**src/rtl/mult_sequencer_pkg.sv**
```systemverilog
// Shared types and defaults for the shift-add multiplier sequencer.
// Imported by the interface, the counter and the top.
package mult_sequencer_pkg;

  localparam int WIDTH_DEF = 8;
  localparam int CNT_W_DEF = 3;

  typedef enum logic [1:0] {
    IDLE = 2'b00,
    LOAD = 2'b01,
    RUN  = 2'b10,
    DONE = 2'b11
  } state_e;

endpackage

```
**src/rtl/mult_sequencer_if.sv**
```systemverilog
// CPU-control / datapath handshake bundle of the multiply sequencer.
// master = CPU control side, slave = sequencer.
interface mult_sequencer_if
  import mult_sequencer_pkg::*;
#(
  parameter int CNT_W = CNT_W_DEF
);

  logic             Start;
  logic             Ack;
  logic             Q0;
  logic             Load;
  logic             Add;
  logic             Shift;
  logic             Busy;
  logic             Done;
  logic [CNT_W-1:0] Count;

  modport master (
    output Start, Ack, Q0,
    input  Load, Add, Shift, Busy, Done, Count
  );

  modport slave (
    input  Start, Ack, Q0,
    output Load, Add, Shift, Busy, Done, Count
  );

endinterface

```
**src/rtl/mult_sequencer_iter_counter.sv**
```systemverilog
// Mod-WIDTH iteration counter with sync clear and a last-step flag.
// Last marks the final add/shift iteration (Out == WIDTH-1).
module iter_counter
  import mult_sequencer_pkg::*;
#(
  parameter int WIDTH = WIDTH_DEF,
  parameter int CNT_W = CNT_W_DEF
) (
  input  logic             Clk,
  input  logic             Reset,
  input  logic             Clear,
  input  logic             En,
  output logic [CNT_W-1:0] Out,
  output logic             Last
);

  localparam logic [CNT_W-1:0] MAX = CNT_W'(WIDTH - 1);

  logic [CNT_W-1:0] cnt_q;
  logic [CNT_W-1:0] cnt_d;

  assign Last = (cnt_q == MAX);
  assign Out  = cnt_q;

  always_comb begin
    cnt_d = cnt_q;
    if (Clear) begin
      cnt_d = '0;
    end else if (En) begin
      cnt_d = Last ? '0 : cnt_q + 1'b1;
    end
  end

  always_ff @(posedge Clk or posedge Reset) begin
    if (Reset) begin
      cnt_q <= '0;
    end else begin
      cnt_q <= cnt_d;
    end
  end

endmodule

```
**src/rtl/mult_sequencer.sv**
```systemverilog
// Control FSM for the multi-cycle shift-add multiplier datapath.
// Sequences load, WIDTH add/shift steps, then a Done/Ack handshake.
module mult_sequencer
  import mult_sequencer_pkg::*;
#(
  parameter int WIDTH = WIDTH_DEF,
  parameter int CNT_W = CNT_W_DEF
) (
  input  logic                   Clk,
  input  logic                   Reset,
  mult_sequencer_if.slave        bus
);

  state_e state_q;
  state_e state_d;

  logic cnt_clr;
  logic cnt_en;
  logic cnt_last;

  iter_counter #(
    .WIDTH (WIDTH),
    .CNT_W (CNT_W)
  ) u_cnt (
    .Clk   (Clk),
    .Reset (Reset),
    .Clear (cnt_clr),
    .En    (cnt_en),
    .Out   (bus.Count),
    .Last  (cnt_last)
  );

  always_ff @(posedge Clk or posedge Reset) begin
    if (Reset) begin
      state_q <= IDLE;
    end else begin
      state_q <= state_d;
    end
  end

  // Start beats Ack in DONE so back-to-back multiplies need no ack.
  always_comb begin
    state_d = state_q;
    unique case (state_q)
      IDLE: if (bus.Start) state_d = LOAD;
      LOAD: state_d = RUN;
      RUN:  if (cnt_last) state_d = DONE;
      DONE: begin
        if (bus.Start) begin
          state_d = LOAD;
        end else if (bus.Ack) begin
          state_d = IDLE;
        end
      end
      default: state_d = IDLE;
    endcase
  end

  always_comb begin
    cnt_clr   = (state_q == LOAD);
    cnt_en    = (state_q == RUN);
    bus.Load  = (state_q == LOAD);
    bus.Shift = (state_q == RUN);
    bus.Busy  = (state_q == LOAD) || (state_q == RUN);
    bus.Done  = (state_q == DONE);
    bus.Add   = (state_q == RUN) && bus.Q0;
  end

endmodule

```
**src/flat_wrapper.sv**
```systemverilog
// flat-port wrapper written by rule: the top's interface ports become plain ports
module mult_sequencer_flat import mult_sequencer_pkg::*;
#(
  parameter int WIDTH = WIDTH_DEF,
  parameter int CNT_W = CNT_W_DEF
)
  (Clk, Reset, bus_Start, bus_Ack, bus_Q0, bus_Load, bus_Add, bus_Shift, bus_Busy, bus_Done, bus_Count);
  mult_sequencer_if #(.CNT_W(CNT_W)) bus_i ();
  input  logic Clk;
  input  logic Reset;
  input wire logic [$bits(bus_i.Start)-1:0] bus_Start;
  input wire logic [$bits(bus_i.Ack)-1:0] bus_Ack;
  input wire logic [$bits(bus_i.Q0)-1:0] bus_Q0;
  output wire logic [$bits(bus_i.Load)-1:0] bus_Load;
  output wire logic [$bits(bus_i.Add)-1:0] bus_Add;
  output wire logic [$bits(bus_i.Shift)-1:0] bus_Shift;
  output wire logic [$bits(bus_i.Busy)-1:0] bus_Busy;
  output wire logic [$bits(bus_i.Done)-1:0] bus_Done;
  output wire logic [$bits(bus_i.Count)-1:0] bus_Count;
  assign bus_i.Start = bus_Start;
  assign bus_i.Ack = bus_Ack;
  assign bus_i.Q0 = bus_Q0;
  assign bus_Load = bus_i.Load;
  assign bus_Add = bus_i.Add;
  assign bus_Shift = bus_i.Shift;
  assign bus_Busy = bus_i.Busy;
  assign bus_Done = bus_i.Done;
  assign bus_Count = bus_i.Count;
  mult_sequencer #(.WIDTH(WIDTH), .CNT_W(CNT_W)) u_core (.Clk(Clk), .Reset(Reset), .bus(bus_i));
endmodule
```
**config.mk**
```make
export PLATFORM = sky130hd
export DESIGN_NAME = mult_sequencer_flat
export DESIGN_NICKNAME = d
export VERILOG_FILES = /design/src/rtl/mult_sequencer_pkg.sv /design/src/rtl/mult_sequencer_if.sv /design/src/rtl/mult_sequencer_iter_counter.sv /design/src/rtl/mult_sequencer.sv /design/src/flat_wrapper.sv
export SDC_FILE = /design/constraint.sdc
export NUM_CORES = 1
export LEC_CHECK = 0
export BUFFER_PORTS_ARGS = -buffer_cell sky130_fd_sc_hd__buf_4
export CORE_AREA = 2 2 39 41
export CTS_BUF_LIST = sky130_fd_sc_hd__clkbuf_16
export DETAILED_ROUTE_END_ITERATION = 12
export DIE_AREA = 0 0 41 43
export PLACE_DENSITY_LB_ADDON = 0.2
export SYNTH_ARGS = -nofsm -noshare
export SYNTH_HDL_FRONTEND = slang
export SYNTH_SLANG_ARGS = --single-unit
```
**constraint.sdc**
```tcl
create_clock -name Clk -period 1.85 [get_ports Clk]
set_clock_uncertainty 0.1 [all_clocks]
set_input_delay 0.37 -clock Clk [delete_from_list [all_inputs] [get_ports Clk]]
set_output_delay 0.37 -clock Clk [all_outputs]
set_load 0.01 [all_outputs]
```
# After elaboration in Yosys (flattened, before gate mapping)
# Index checks and enable logic that the tools add are counted.
[word_totals] regBits=5 inputBits=5 output_inout_bits=8 elab_cells=23
[classes] addsub=1 n_eq_ne=7 muxes=8 n_reduce_logical=5
[op_table] operator="3-bit 2-to-1 mux" n=3
[op_table] operator="2-bit 2-to-1 mux" n=4
[op_table] operator="2-bit case mux with 4 select lines" n=1
[op_table] operator="2-bit == test (second input constant)" n=2
[op_table] operator="3-bit by 1-bit adder with 3-bit output (second input constant)" n=1
[op_table] operator="3-bit == test (second input constant)" n=1
[op_table] operator="3-bit inequality test (second input constant)" n=1
[op_table] operator="3-bit AND reduction" n=1
[op_table] operator="2-bit by 1-bit == test with 1-bit output (second input constant)" n=1
[op_table] operator="2-bit zero test" n=1
[op_table] operator="2-bit by 1-bit inequality test with 1-bit output (second input constant)" n=1
[op_table] operator="2-bit inequality test (second input constant)" n=1
[op_table] operator="2-bit nonzero test" n=1
[op_table] operator="1-bit logical AND" n=1
[op_table] operator="1-bit logical OR" n=1

# Depth between registers and ports, before layout
[depth] ltp_word=4 ltp_mapped=5 ltp_nobuf=5

# By module
# From an unflattened synthesis, not the netlist that was laid out.
[unflattened] cells_unflattened=36 area_unflattened_um2=387.9
[by_module_without_submodules] mod="mult_sequencer" n_inst=1 cells_per_inst=23 area_each_um2=232.7 seq_area_each_um2=50.0
[by_module_without_submodules] mod="iter_counter" n_inst=1 cells_per_inst=13 area_each_um2=155.1 seq_area_each_um2=75.1

# Worst setup path before layout
# Ideal clock, no wire load.
[synth_path] path_type="register to register" startpoint="reg u_core.u_cnt.cnt_q[0] (netlist: u_core.u_cnt.Out[0])" endpoint="reg u_core.state_q[1]" arrival_ps=1408 t_required_ps=1622 setup_slack_ps=215 path_stages_with_launch=6 n_path_buf=0 period_less_slack_ps=1635 cell_sequence="dfrtp_1 ha_1 ha_1 inv_2 a221oi_2 mux2_1"
[synth_between] elab_chain_len=3
[synth_lines] element="from (decl)" line_no="mult_sequencer_iter_counter.sv:19" source="logic [CNT_W-1:0] cnt_q;"
[synth_lines] element="from (signal assigned)" line_no="mult_sequencer_iter_counter.sv:38" source="cnt_q <= cnt_d;"
[synth_lines] element="3-bit == test" line_no="mult_sequencer_iter_counter.sv:22" source="assign Last = (cnt_q == MAX);"
[synth_lines] element="2-bit by 1-bit inequality test with 1-bit output (no source line)"
[synth_lines] element="3-bit AND reduction (no source line)"
[synth_lines] element="to (signal assigned)" line_no="mult_sequencer.sv:37" source="state_q <= state_d;"
[synth_lines] element="to (decl)" line_no="mult_sequencer.sv:14" source="state_e state_q;"
# No other way between the ends.
# A chain may end at the register's enable or synchronous reset.

# Final worst setup path
[layout_path] startpoint="reg u_core.state_q[0]" endpoint="out bus_Busy"
[layout_between] elab_chain_len=2
[layout_lines] element="2-bit by 1-bit == test with 1-bit output or 2-bit == test (tied branches)" line_no="mult_sequencer.sv:64" source="bus.Busy = (state_q == LOAD) || (state_q == RUN);"
[layout_lines] element="1-bit logical OR *" line_no="mult_sequencer.sv:64"
[layout_lines] element="to (decl)" line_no="flat_wrapper.sv:17" source="output wire logic [$bits(bus_i.Busy)-1:0] bus_Busy;"
# Mark *: on every way between the ends. The rest lies on a longest branch, timed or not.

==> flow_metrics.tcl <==
set metrics [dict create \
    rsz0062_at_grt "no" \
    finalPower_mw 1.14 \
    worstHoldPathType "reg2reg" \
    crit_chain "inv_2 -> ha_1 -> buf_4" \
    synth_area_leaders "dfrtp_1 34%, ha_1 24%, inv_1 5.1%, a211oi_1 4.1%, a221oi_2 4.1%" \
    cp_num_buf_inv 2 \
    clk_path_buf_depth 2 \
    synth_area_per_cell_um2 10.6 \
    routed-via-count 292 \
    viasPerCell 4.29 \
    post_cts_buffers 0 \
    fmaxAchievable_mhz 569 \
    drt-total-wl_um 659 \
    holdPathEnd "u_core.u_cnt.Out[1]" \
    synth_area_um2 370 \
    ios 13 \
    fin_crit_ns 1.76 \
    setup_tns_ns 0 \
    crit_path_start "u_core.state_q[0]" \
    drt_pre_antenna_iters 2 \
    hold_buffers 1 \
    nets 65 \
    area_growth_pct 53.7 \
    synth_commonest_cells "7 x ha_1, 5 x dfrtp_1, 5 x inv_1" \
    htreeDepth 1 \
    synthCells 35 \
    clock_latency_ns 0.22 \
    placed_area_um2 480 \
    placementRows 14 \
    drc 0 \
    yosysMostFrequentCell "ha_1" \
    cap_violations 0 \
    initialDrtViolationCount 5 \
    drive_gt1_frac 0.385 \
    hpwl_um 566 \
    synth_largest_area_cell "dfrtp_1" \
    pwr_density_cell_mw_per_mm2 2010 \
    grt_usage 0.0909 \
    ys_seq_area_frac 0.338 \
    syn_nets 47 \
    regToRegStartpoint "u_core.u_cnt.Out[0]" \
    ys_warn_count 0 \
    dieWidth_um 41 \
    relSlewSlack 0.842 \
    cts_tree "built" \
    clkTransAtPathRegs_ns 0.03 \
    end_kind "output port" \
    ant_nets 0 \
    clockRootBuffer "clkbuf_16" \
    synth_top_area_share 0.338 \
    ys_ff_latch 5 \
    core-area_mm2 0.00138 \
    die_h_um 43 \
    initial_core_util 0.268 \
    tightest_slew_ns 0.236 \
    wl_per_cell_um 9.69 \
    status "finished clean" \
    cpMaxStageDelayCell "dfrtp_1" \
    async_flop_share 1.00 \
    setup.worst_path.start_class "flop" \
    final_cell_area_um2 569 \
    r2r-end "u_core.state_q[1]" \
    worst-setup-path-type "reg2out" \
    grt_pass1_wl_um 1080 \
    min_delay_path_depth 2 \
    r2r_cells 5 \
    rrSetupSlack_ns 0.18 \
    p_leak_nw 0.297 \
    hold_viol 0 \
    critPathMaxFanout 7 \
    cts_inserted_buffers 3 \
    setup_viol 0 \
    dieArea_mm2 0.00176 \
    crit_arrival_ns 1.29 \
    vdd_drop_max_mv 1.16 \
    worstPathRequired_ns 1.38 \
    synth_enable_flop_cells 0 \
    cts-resized-gates 0 \
    max_stage_delay_ns 0.40 \
    port_buffers 12 \
    grt_max_degree 8 \
    min_from "u_core.u_cnt.Out[1]" \
    drv_slew 0 \
    critical-path-top-delay-family "flip-flops" \
    num_antenna_cells 0 \
    grt_pass1_vias 271 \
    synth_ff_type "dfrtp_1" \
    antenna_found_initial 0 \
    fin_crit_sh 0.951 \
    grt_overflow 0 \
    yosysUniqueCellTypes 18 \
    cts_num_sinks 5 \
    place.gp.congestion 0.752 \
]
==> placed cells by master, fill, tap and decap left out, drive strengths merged <==
cell type    synthesis  layout
ha                   7       7
o21ai                1       1
nor3b                1       1
nand3b               1       1
clkbuf               0       3
o211a                1       1
inv                  7       8
and2                 1       1
o32ai                1       1
nor3                 2       2
nand2                1       1
buf                  0      12
a221oi               1       1
mux2                 2       2
a211oi               2       2
nor2b                1       1
a31o                 1       1
dlygate4sd3          0       1
dfrtp                5       5
==> state kept, by name, indices dropped and copies added, names as in the netlist <==
register / flops
u_core.state_q: 2
u_core.u_cnt.Out: 3
==> power by group <==
| part | internal (mW) | leakage, nW | switching (mW) |
|---|---|---|---|
| Combinational | 0.306 | 0.194 | 0.277 |
| Clock | 0.279 | 0.0423 | 0.0620 |
| Sequential | 0.167 | 0.0613 | 0.0541 |
| Total | 0.751 | 0.297 | 0.393 |
==> kinds of logic (layout without fill, tap and decap cells) <==
| kind of cell | after synthesis | after routing | share of synthesized area |
|---|---|---|---|
| buffers and inverters | 7 | 24 | 0.0710 |
| AO/OA/AOI/OAI | 7 | 7 | 0.169 |
| adder cells (fa/ha/maj) | 7 | 7 | 0.236 |
| flip-flops | 5 | 5 | 0.338 |
| multiplexers | 2 | 2 | 0.0608 |
| AND/OR/NAND/NOR | 7 | 7 | 0.125 |
==> worst register-to-register path, cell delays in order, from the launching register on <==
cell	delay, ns
dfrtp_1	0.38
ha_1	0.17
ha_1	0.21
inv_2	0.06
a221oi_2	0.29
mux2_1	0.34
==> routing by layer <==
layer / GRT usage / wire [um] / vias up
met1: 0.134 / 332 / 127
met5: 0 / 0 / -
met3: 0.0314 / 38 / 0
met4: 0.0400 / 0 / 0
met2: 0.116 / 288 / 7
li1: - / - / 158
==> per-stage QoR <==
step | hold slack (ns) | util | instances | setup WS (ns)
floorplan | 0.0485 | - | 35 | 0.215
global placement | 0.186 | 0.347 | 63 | 0.177
detailed placement | 0.183 | 0.347 | 63 | 0.164
CTS | 0.463 | 0.411 | 68 | 0.0957
global route | 0.487 | 0.411 | 68 | 0.0385
finish | 0.461 | 0.411 | 68 | 0.0911
==> how the worst max path moves through the flow <==
stage / endpoint / slack, ns / depth (start not counted)
6_report: bus_Busy / 0.09 / 3
5_1_grt: bus_Busy / 0.04 / 3
4_1_cts: bus_Busy / 0.1 / 3
3_5_place_dp: u_core.state_q[1] / 0.16 / 5
3_3_place_gp: u_core.state_q[1] / 0.18 / 5
2_1_floorplan: u_core.state_q[1] / 0.21 / 5
==> cell type report <==
cell class / count / area, um^2
Clock inverter: 1 / 3.75
Clock buffer: 3 / 75.1
Fill cell: 128 / 815
Sequential cell: 5 / 125
Timing Repair Buffer: 13 / 100
Multi-Input combinational cell: 23 / 219
Inverter: 7 / 26.3
Tap cell: 16 / 20.0
Power figures use the tool's default switching activity.
